**src/rtl/cpu_alu_pkg.sv**
```systemverilog
// Shared ALU opcodes, flag bit positions and arbiter FSM state encoding.
package cpu_alu_pkg;

  localparam logic [4:0] ALU_ADD = 5'b00000;
  localparam logic [4:0] ALU_SUB = 5'b00001;
  localparam logic [4:0] ALU_AND = 5'b00010;
  localparam logic [4:0] ALU_OR  = 5'b00011;
  localparam logic [4:0] ALU_XOR = 5'b00100;
  localparam logic [4:0] ALU_SLT = 5'b00110;
  localparam logic [4:0] ALU_SLL = 5'b00111;
  localparam logic [4:0] ALU_ROR = 5'b11001;

  localparam int unsigned FLG_C = 0;
  localparam int unsigned FLG_Z = 1;
  localparam int unsigned FLG_V = 2;
  localparam int unsigned FLG_N = 3;

  localparam logic [1:0] ST_IDLE = 2'd0;
  localparam logic [1:0] ST_EXEC = 2'd1;
  localparam logic [1:0] ST_RESP = 2'd2;

endpackage

```
**src/rtl/alu_rr_arbiter_cpu_alu.sv**
```systemverilog
// Combinational ALU: add/sub/logic/set-less-than and single-bit shift/rotate.
module Cpu_Alu
  import cpu_alu_pkg::*;
#(
  parameter int unsigned DATA_WIDTH = 32,
  parameter int unsigned SEL_WIDTH  = 5
) (
  input  logic [DATA_WIDTH-1:0] A,
  input  logic [DATA_WIDTH-1:0] B,
  input  logic [SEL_WIDTH-1:0]  ALU_Sel,
  output logic [DATA_WIDTH-1:0] ALU_Out,
  output logic                  CarryOut,
  output logic                  Zero,
  output logic                  Overflow,
  output logic                  Negative
);

  localparam int unsigned MSB = DATA_WIDTH - 1;

  logic [DATA_WIDTH:0] sum;
  logic [DATA_WIDTH:0] diff;

  always_comb begin
    sum      = {1'b0, A} + {1'b0, B};
    diff     = {1'b0, A} - {1'b0, B};
    ALU_Out  = '0;
    CarryOut = 1'b0;
    Overflow = 1'b0;
    case (ALU_Sel)
      ALU_ADD: begin
        ALU_Out  = sum[MSB:0];
        CarryOut = sum[DATA_WIDTH];
        Overflow = (A[MSB] == B[MSB]) && (sum[MSB] != A[MSB]);
      end
      ALU_SUB: begin
        // CarryOut reports a borrow on subtraction.
        ALU_Out  = diff[MSB:0];
        CarryOut = diff[DATA_WIDTH];
        Overflow = (A[MSB] != B[MSB]) && (diff[MSB] != A[MSB]);
      end
      ALU_AND: ALU_Out = A & B;
      ALU_OR:  ALU_Out = A | B;
      ALU_XOR: ALU_Out = A ^ B;
      ALU_SLT: ALU_Out[0] = $signed(A) < $signed(B);
      ALU_SLL: begin
        ALU_Out  = {A[MSB-1:0], 1'b0};
        CarryOut = A[MSB];
      end
      ALU_ROR: begin
        ALU_Out  = {A[0], A[MSB:1]};
        CarryOut = A[0];
      end
      default: ALU_Out = '0;
    endcase
    Zero     = (ALU_Out == '0);
    Negative = ALU_Out[MSB];
  end

endmodule

```
**src/rtl/alu_rr_arbiter.sv**
```systemverilog
// Two-port round-robin front end for one shared Cpu_Alu; one operation in flight.
module alu_rr_arbiter
  import cpu_alu_pkg::*;
#(
  parameter int unsigned DATA_WIDTH = 32,
  parameter int unsigned SEL_WIDTH  = 5,
  parameter int unsigned CNT_WIDTH  = 16
) (
  input  logic                  clk,
  input  logic                  rst_n,
  input  logic                  req0_valid,
  output logic                  req0_ready,
  input  logic [DATA_WIDTH-1:0] req0_a,
  input  logic [DATA_WIDTH-1:0] req0_b,
  input  logic [SEL_WIDTH-1:0]  req0_sel,
  input  logic                  req1_valid,
  output logic                  req1_ready,
  input  logic [DATA_WIDTH-1:0] req1_a,
  input  logic [DATA_WIDTH-1:0] req1_b,
  input  logic [SEL_WIDTH-1:0]  req1_sel,
  output logic                  rsp_valid,
  input  logic                  rsp_ready,
  output logic                  rsp_id,
  output logic [DATA_WIDTH-1:0] rsp_out,
  output logic [3:0]            rsp_flags,
  output logic                  busy,
  output logic [CNT_WIDTH-1:0]  ops_done
);

  logic [1:0]            state;
  logic                  ptr;
  logic [DATA_WIDTH-1:0] op_a;
  logic [DATA_WIDTH-1:0] op_b;
  logic [SEL_WIDTH-1:0]  op_sel;
  logic                  op_id;

  logic                  win;
  logic                  grant;
  logic [DATA_WIDTH-1:0] alu_out;
  logic                  alu_c, alu_z, alu_v, alu_n;
  logic [3:0]            alu_flags;

  // A lone requester always wins; the pointer only breaks ties.
  always_comb begin
    win   = (req0_valid && req1_valid) ? ptr : req1_valid;
    grant = (state == ST_IDLE) && (req0_valid || req1_valid);
  end

  assign req0_ready = grant && !win;
  assign req1_ready = grant && win;
  assign busy       = (state != ST_IDLE);

  always_comb begin
    alu_flags        = '0;
    alu_flags[FLG_C] = alu_c;
    alu_flags[FLG_Z] = alu_z;
    alu_flags[FLG_V] = alu_v;
    alu_flags[FLG_N] = alu_n;
  end

  Cpu_Alu #(
    .DATA_WIDTH (DATA_WIDTH),
    .SEL_WIDTH  (SEL_WIDTH)
  ) u_alu (
    .A        (op_a),
    .B        (op_b),
    .ALU_Sel  (op_sel),
    .ALU_Out  (alu_out),
    .CarryOut (alu_c),
    .Zero     (alu_z),
    .Overflow (alu_v),
    .Negative (alu_n)
  );

  always_ff @(posedge clk) begin
    if (!rst_n) begin
      state     <= ST_IDLE;
      ptr       <= 1'b0;
      op_a      <= '0;
      op_b      <= '0;
      op_sel    <= '0;
      op_id     <= 1'b0;
      rsp_valid <= 1'b0;
      rsp_id    <= 1'b0;
      rsp_out   <= '0;
      rsp_flags <= '0;
      ops_done  <= '0;
    end else begin
      case (state)
        ST_IDLE: begin
          if (grant) begin
            op_a   <= win ? req1_a   : req0_a;
            op_b   <= win ? req1_b   : req0_b;
            op_sel <= win ? req1_sel : req0_sel;
            op_id  <= win;
            ptr    <= ~win;
            state  <= ST_EXEC;
          end
        end
        ST_EXEC: begin
          rsp_out   <= alu_out;
          rsp_flags <= alu_flags;
          rsp_id    <= op_id;
          rsp_valid <= 1'b1;
          state     <= ST_RESP;
        end
        ST_RESP: begin
          if (rsp_ready) begin
            rsp_valid <= 1'b0;
            ops_done  <= ops_done + CNT_WIDTH'(1);
            state     <= ST_IDLE;
          end
        end
        default: state <= ST_IDLE;
      endcase
    end
  end

endmodule
```
**config.mk**
```make
export PLATFORM = sky130hd
export DESIGN_NAME = alu_rr_arbiter
export DESIGN_NICKNAME = d
export VERILOG_FILES = /design/src/rtl/cpu_alu_pkg.sv /design/src/rtl/alu_rr_arbiter_cpu_alu.sv /design/src/rtl/alu_rr_arbiter.sv
export SDC_FILE = /design/constraint.sdc
export NUM_CORES = 1
export LEC_CHECK = 0
export ABC_AREA = 0
export BUFFER_PORTS_ARGS = -buffer_cell sky130_fd_sc_hd__buf_2
export CORE_MARGIN = 3
export CORE_UTILIZATION = 55
export CTS_CLUSTER_DIAMETER = 40
export DETAILED_ROUTE_END_ITERATION = 7
export PLACE_DENSITY = 0.91
export REMOVE_ABC_BUFFERS = 1
export SYNTH_ARGS = -nofsm -noshare
export SYNTH_HDL_FRONTEND = slang
export SYNTH_HIERARCHICAL = 1
export SYNTH_SLANG_ARGS = --single-unit
```
**constraint.sdc**
```tcl
create_clock -name clk -period 10.15 [get_ports clk]
set_input_delay 0 -clock clk [delete_from_list [all_inputs] [get_ports clk]]
set_output_delay 0 -clock clk [all_outputs]
set_load 0.1 [all_outputs]
```
==> results.tsv <==
metric	value	unit
VDD IR max	156.1	µV
global route overflow	0	
leakage power	5.906	nW
Post-CTS Hold Fix Bufs	140	
Critical Path, Cell by Cell	inv_1, ha_1, fa_1, o21bai_1, a41oi_2, a21oi_2, nor4_4, o41ai_4, a211oi_1, o21a_1, a311o_1, nor4_1, nand4b_1, nor4_2, nand2_1, a21oi_1	
clk slew on worst S/H paths	0.07	ns
internal power	1.260	mW
Psw	0.9597	mW
CP startpoint	op_a[0]	
H-tree levels	4	
Worst Path Required	10.51	ns
GRT Overall Usage	40.46	%
clk_lat worst skew	0.44	ns
die footprint	21690	µm²
slew of the pin with the lowest slew margin	1.159	ns
power density cells	158.1	nW/µm²
yosys warns	6	
# nets final	1975	
Yosys cell types	87	
Clock Power Share	29.1	%
Final Hold Vio Count	0	
Sequential Power Share	26.7	%
Post-Syn Area	10980	µm²
Seq cells post-synth	127	
CP Capture Type	flip-flop	
post-synthesis sequential area ratio	23.16	%
Setup-failing EPs final	0	
Resized cells post-CTS	0	
Detail Route Antenna Nets	0	
DRT iter0 DRCs	1989	
CTS buffer count	17	
worst hold path type	in2reg	
Crit path max-delay family	compound AO/OA/AOI/OAI gates	
Routability Congestion	1.016	
Bufs and invs on worst path	1	
Max Freq	217.2	MHz
number of setup buffers added after CTS	0	
clock tree buffer depth	2	
CP Max Fanout	6	
global-route wire length before repair	70930	µm
Starting Density	56.21	%
Worst Path Arrival	4.96	ns
Critical Path Max Stage Delay	0.51	ns
setup TNS	0	ns
die height	147.3	µm
pre-CTS WS	5.831	ns
outcome	finished, violations left	
final setup margin	5.546	ns
# Max-Cap Violations	0	
Avg WL per Cell	23.03	µm
clock skew	0.01528	ns
share of cells above drive strength 1	17.18	%
CORE AREA	19530	µm²
Hold Slack	0.3673	ns
RSZ-0062 raised after global routing	false	
prevailing post-synth register cell	dfxtp_1	
failing checks	design-rule violations	
Final min period	4.604	ns
clock sink total	127	
Ports	200	
row cnt	51	
Die W	147.3	µm
reg2reg start	op_a[0]	
largest net degree at the start of global routing	104	
Post-Syn Area per Cell	7.590	µm²
root buffer cell	clkbuf_16	
Gate power share	44.2	%
ANT cells	0	
CTS tree	done	
async set or reset register ratio after synthesis	0	%
drt via density	6.785	
First-pass DRT Iterations	8	
final wirelength	45930	µm
I/O Buffers	199	
WS Path Type	reg2reg	
Slew Limit Fails	0	
HP Start	req1_valid	
Slew HR	22.41	%
Net Sw Frac	43.23	%
DP Wirelength	28340	µm
vias in the first global route	13270	
Synth-to-Final Area Change	27.90	%
Vias	13530	
initial antenna violation count	0	
Mapped Cells	1446	
Final period util	45.36	%
CP startpoint kind	flip-flop	
DRC viols	36	
Post-synth EDFFs	0	
slowest cell on the critical path	o41ai_4	
-- final cells by class --
| class | count | area (µm²) |
|---|---|---|
| multi-input cells | 1118 | 7674 |
| fillers | 1493 | 5489 |
| flip-flops and latches | 127 | 2542 |
| repair buffers | 357 | 2532 |
| clock buffers | 17 | 425.4 |
| inverters | 95 | 357.8 |
| well taps | 265 | 331.6 |
| clock inverters | 15 | 173.9 |
-- flip-flops by register name, indices dropped and copies added, names as in the netlist --
signal	count
op_sel	5
rsp_valid	1
op_b	32
ops_done	16
rsp_id	1
ptr	1
state	2
rsp_flags	4
op_id	1
op_a	32
rsp_out	32
-- cells by family after synthesis --
logic type | synth area share (%)
buffers and inverters | 7.239
XOR/XNOR | 1.915
multiplexers | 0.7296
adder cells (fa/ha/maj) | 13.36
flip-flops | 23.16
AO/OA/AOI/OAI | 31.89
AND/OR/NAND/NOR | 21.71
-- stage by stage --
step | cell area [µm²] | power (mW) | instances | utilization [%]
after global routing | 14040 | 2.300 | 1994 | 71.89
final | 14040 | 2.220 | 1994 | 71.89
after floorplan | 10540 | 1.185 | 1340 | -
after CTS | 14040 | 2.162 | 1994 | 71.89
after global placement | 12040 | 1.430 | 1822 | 61.64
after detailed placement | 12040 | 1.438 | 1822 | 61.64
-- tightest hold or removal path: stages --
cell and delay (ns):
buf_2 0.12, o21ai_4 0.05, buf_4 0.38, nor2_1 0.21
-- cell usage after synthesis (all sizes together), types with 6 or more instances --
cell type	instances	area share [%]
a2111oi	10	0.85
a211o	6	0.48
a211oi	15	1.0
a21boi	9	0.62
a21o	18	1.2
a21oi	111	5.2
a221oi	15	1.4
a222oi	75	6.8
a22oi	17	1.2
a31o	8	0.64
a31oi	13	0.74
and2	8	0.47
and3	13	0.75
buf	31	1.4
clkbuf	75	2.6
dfxtp	127	23
ha	114	13
inv	94	3.2
mux2i	8	0.73
nand2	145	5.0
nand2b	15	0.85
nand3	29	1.3
nand4	12	0.82
nand4b	6	0.48
nor2	164	5.6
nor2b	8	0.46
nor3	26	1.2
nor4	21	1.6
o211ai	27	1.8
o21a	8	0.55
o21ai	66	3.0
o21bai	7	0.48
o31a	6	0.50
o31ai	15	1.0
o41ai	7	0.73
or2	7	0.40
or3	14	0.83
or4	6	0.41
xnor2	16	1.3
xor2	8	0.64
-- power by group through the flow --
stage / sequential (mW) / clock, mW / combinational (mW)
floorplan: 0.663 / 0 / 0.522
global placement: 0.596 / 0 / 0.834
detailed placement: 0.599 / 0 / 0.839
CTS: 0.588 / 0.649 / 0.925
global route: 0.597 / 0.668 / 1.03
finish: 0.592 / 0.646 / 0.982
-- layout by cell type (no fill, tap or decap), types with 7 or more instances in the layout --
cell type	count
xnor2_1	16
nand3_1	29
or2_2	7
a21o_1	18
a31oi_1	13
inv_1	91
and3_1	10
mux2i_1	8
a2111oi_0	9
o21bai_1	7
nand4_1	11
dfxtp_1	127
nor3_1	26
o211ai_1	27
xor2_1	8
dlygate4sd3_1	140
a211oi_1	15
a21oi_1	108
nand2b_1	15
a221oi_1	14
a222oi_1	75
clkbuf_16	17
nand2_1	145
or3_1	11
nor4_1	15
ha_1	114
o31ai_1	15
a22oi_1	17
nor2b_1	7
a21boi_0	7
o21a_1	8
buf_2	199
o21ai_0	62
nor2_1	163
buf_4	18
-- path summary, 6_finish.rpt --
check                           slack, ns           end  depth (start not counted)
worst max register to register       5.55  rsp_flags[1]                         16
worst min register to register       0.46   rsp_out[27]                          2
worst min-delay path                 0.37      state[0]                          4
worst max-delay path                 5.55  rsp_flags[1]                         16
-- layer usage --
layer / global-route usage, % / routed length (µm) / up-vias
met3: 9.716 / 4750 / 262
met4: 20.60 / 2559 / 0
met2: 68.41 / 21500 / 999
li1: - / - / 5913
met1: 47.87 / 17120 / 6356
met5: 0 / 0 / -
No activity file was read; power rests on OpenSTA's default activity.
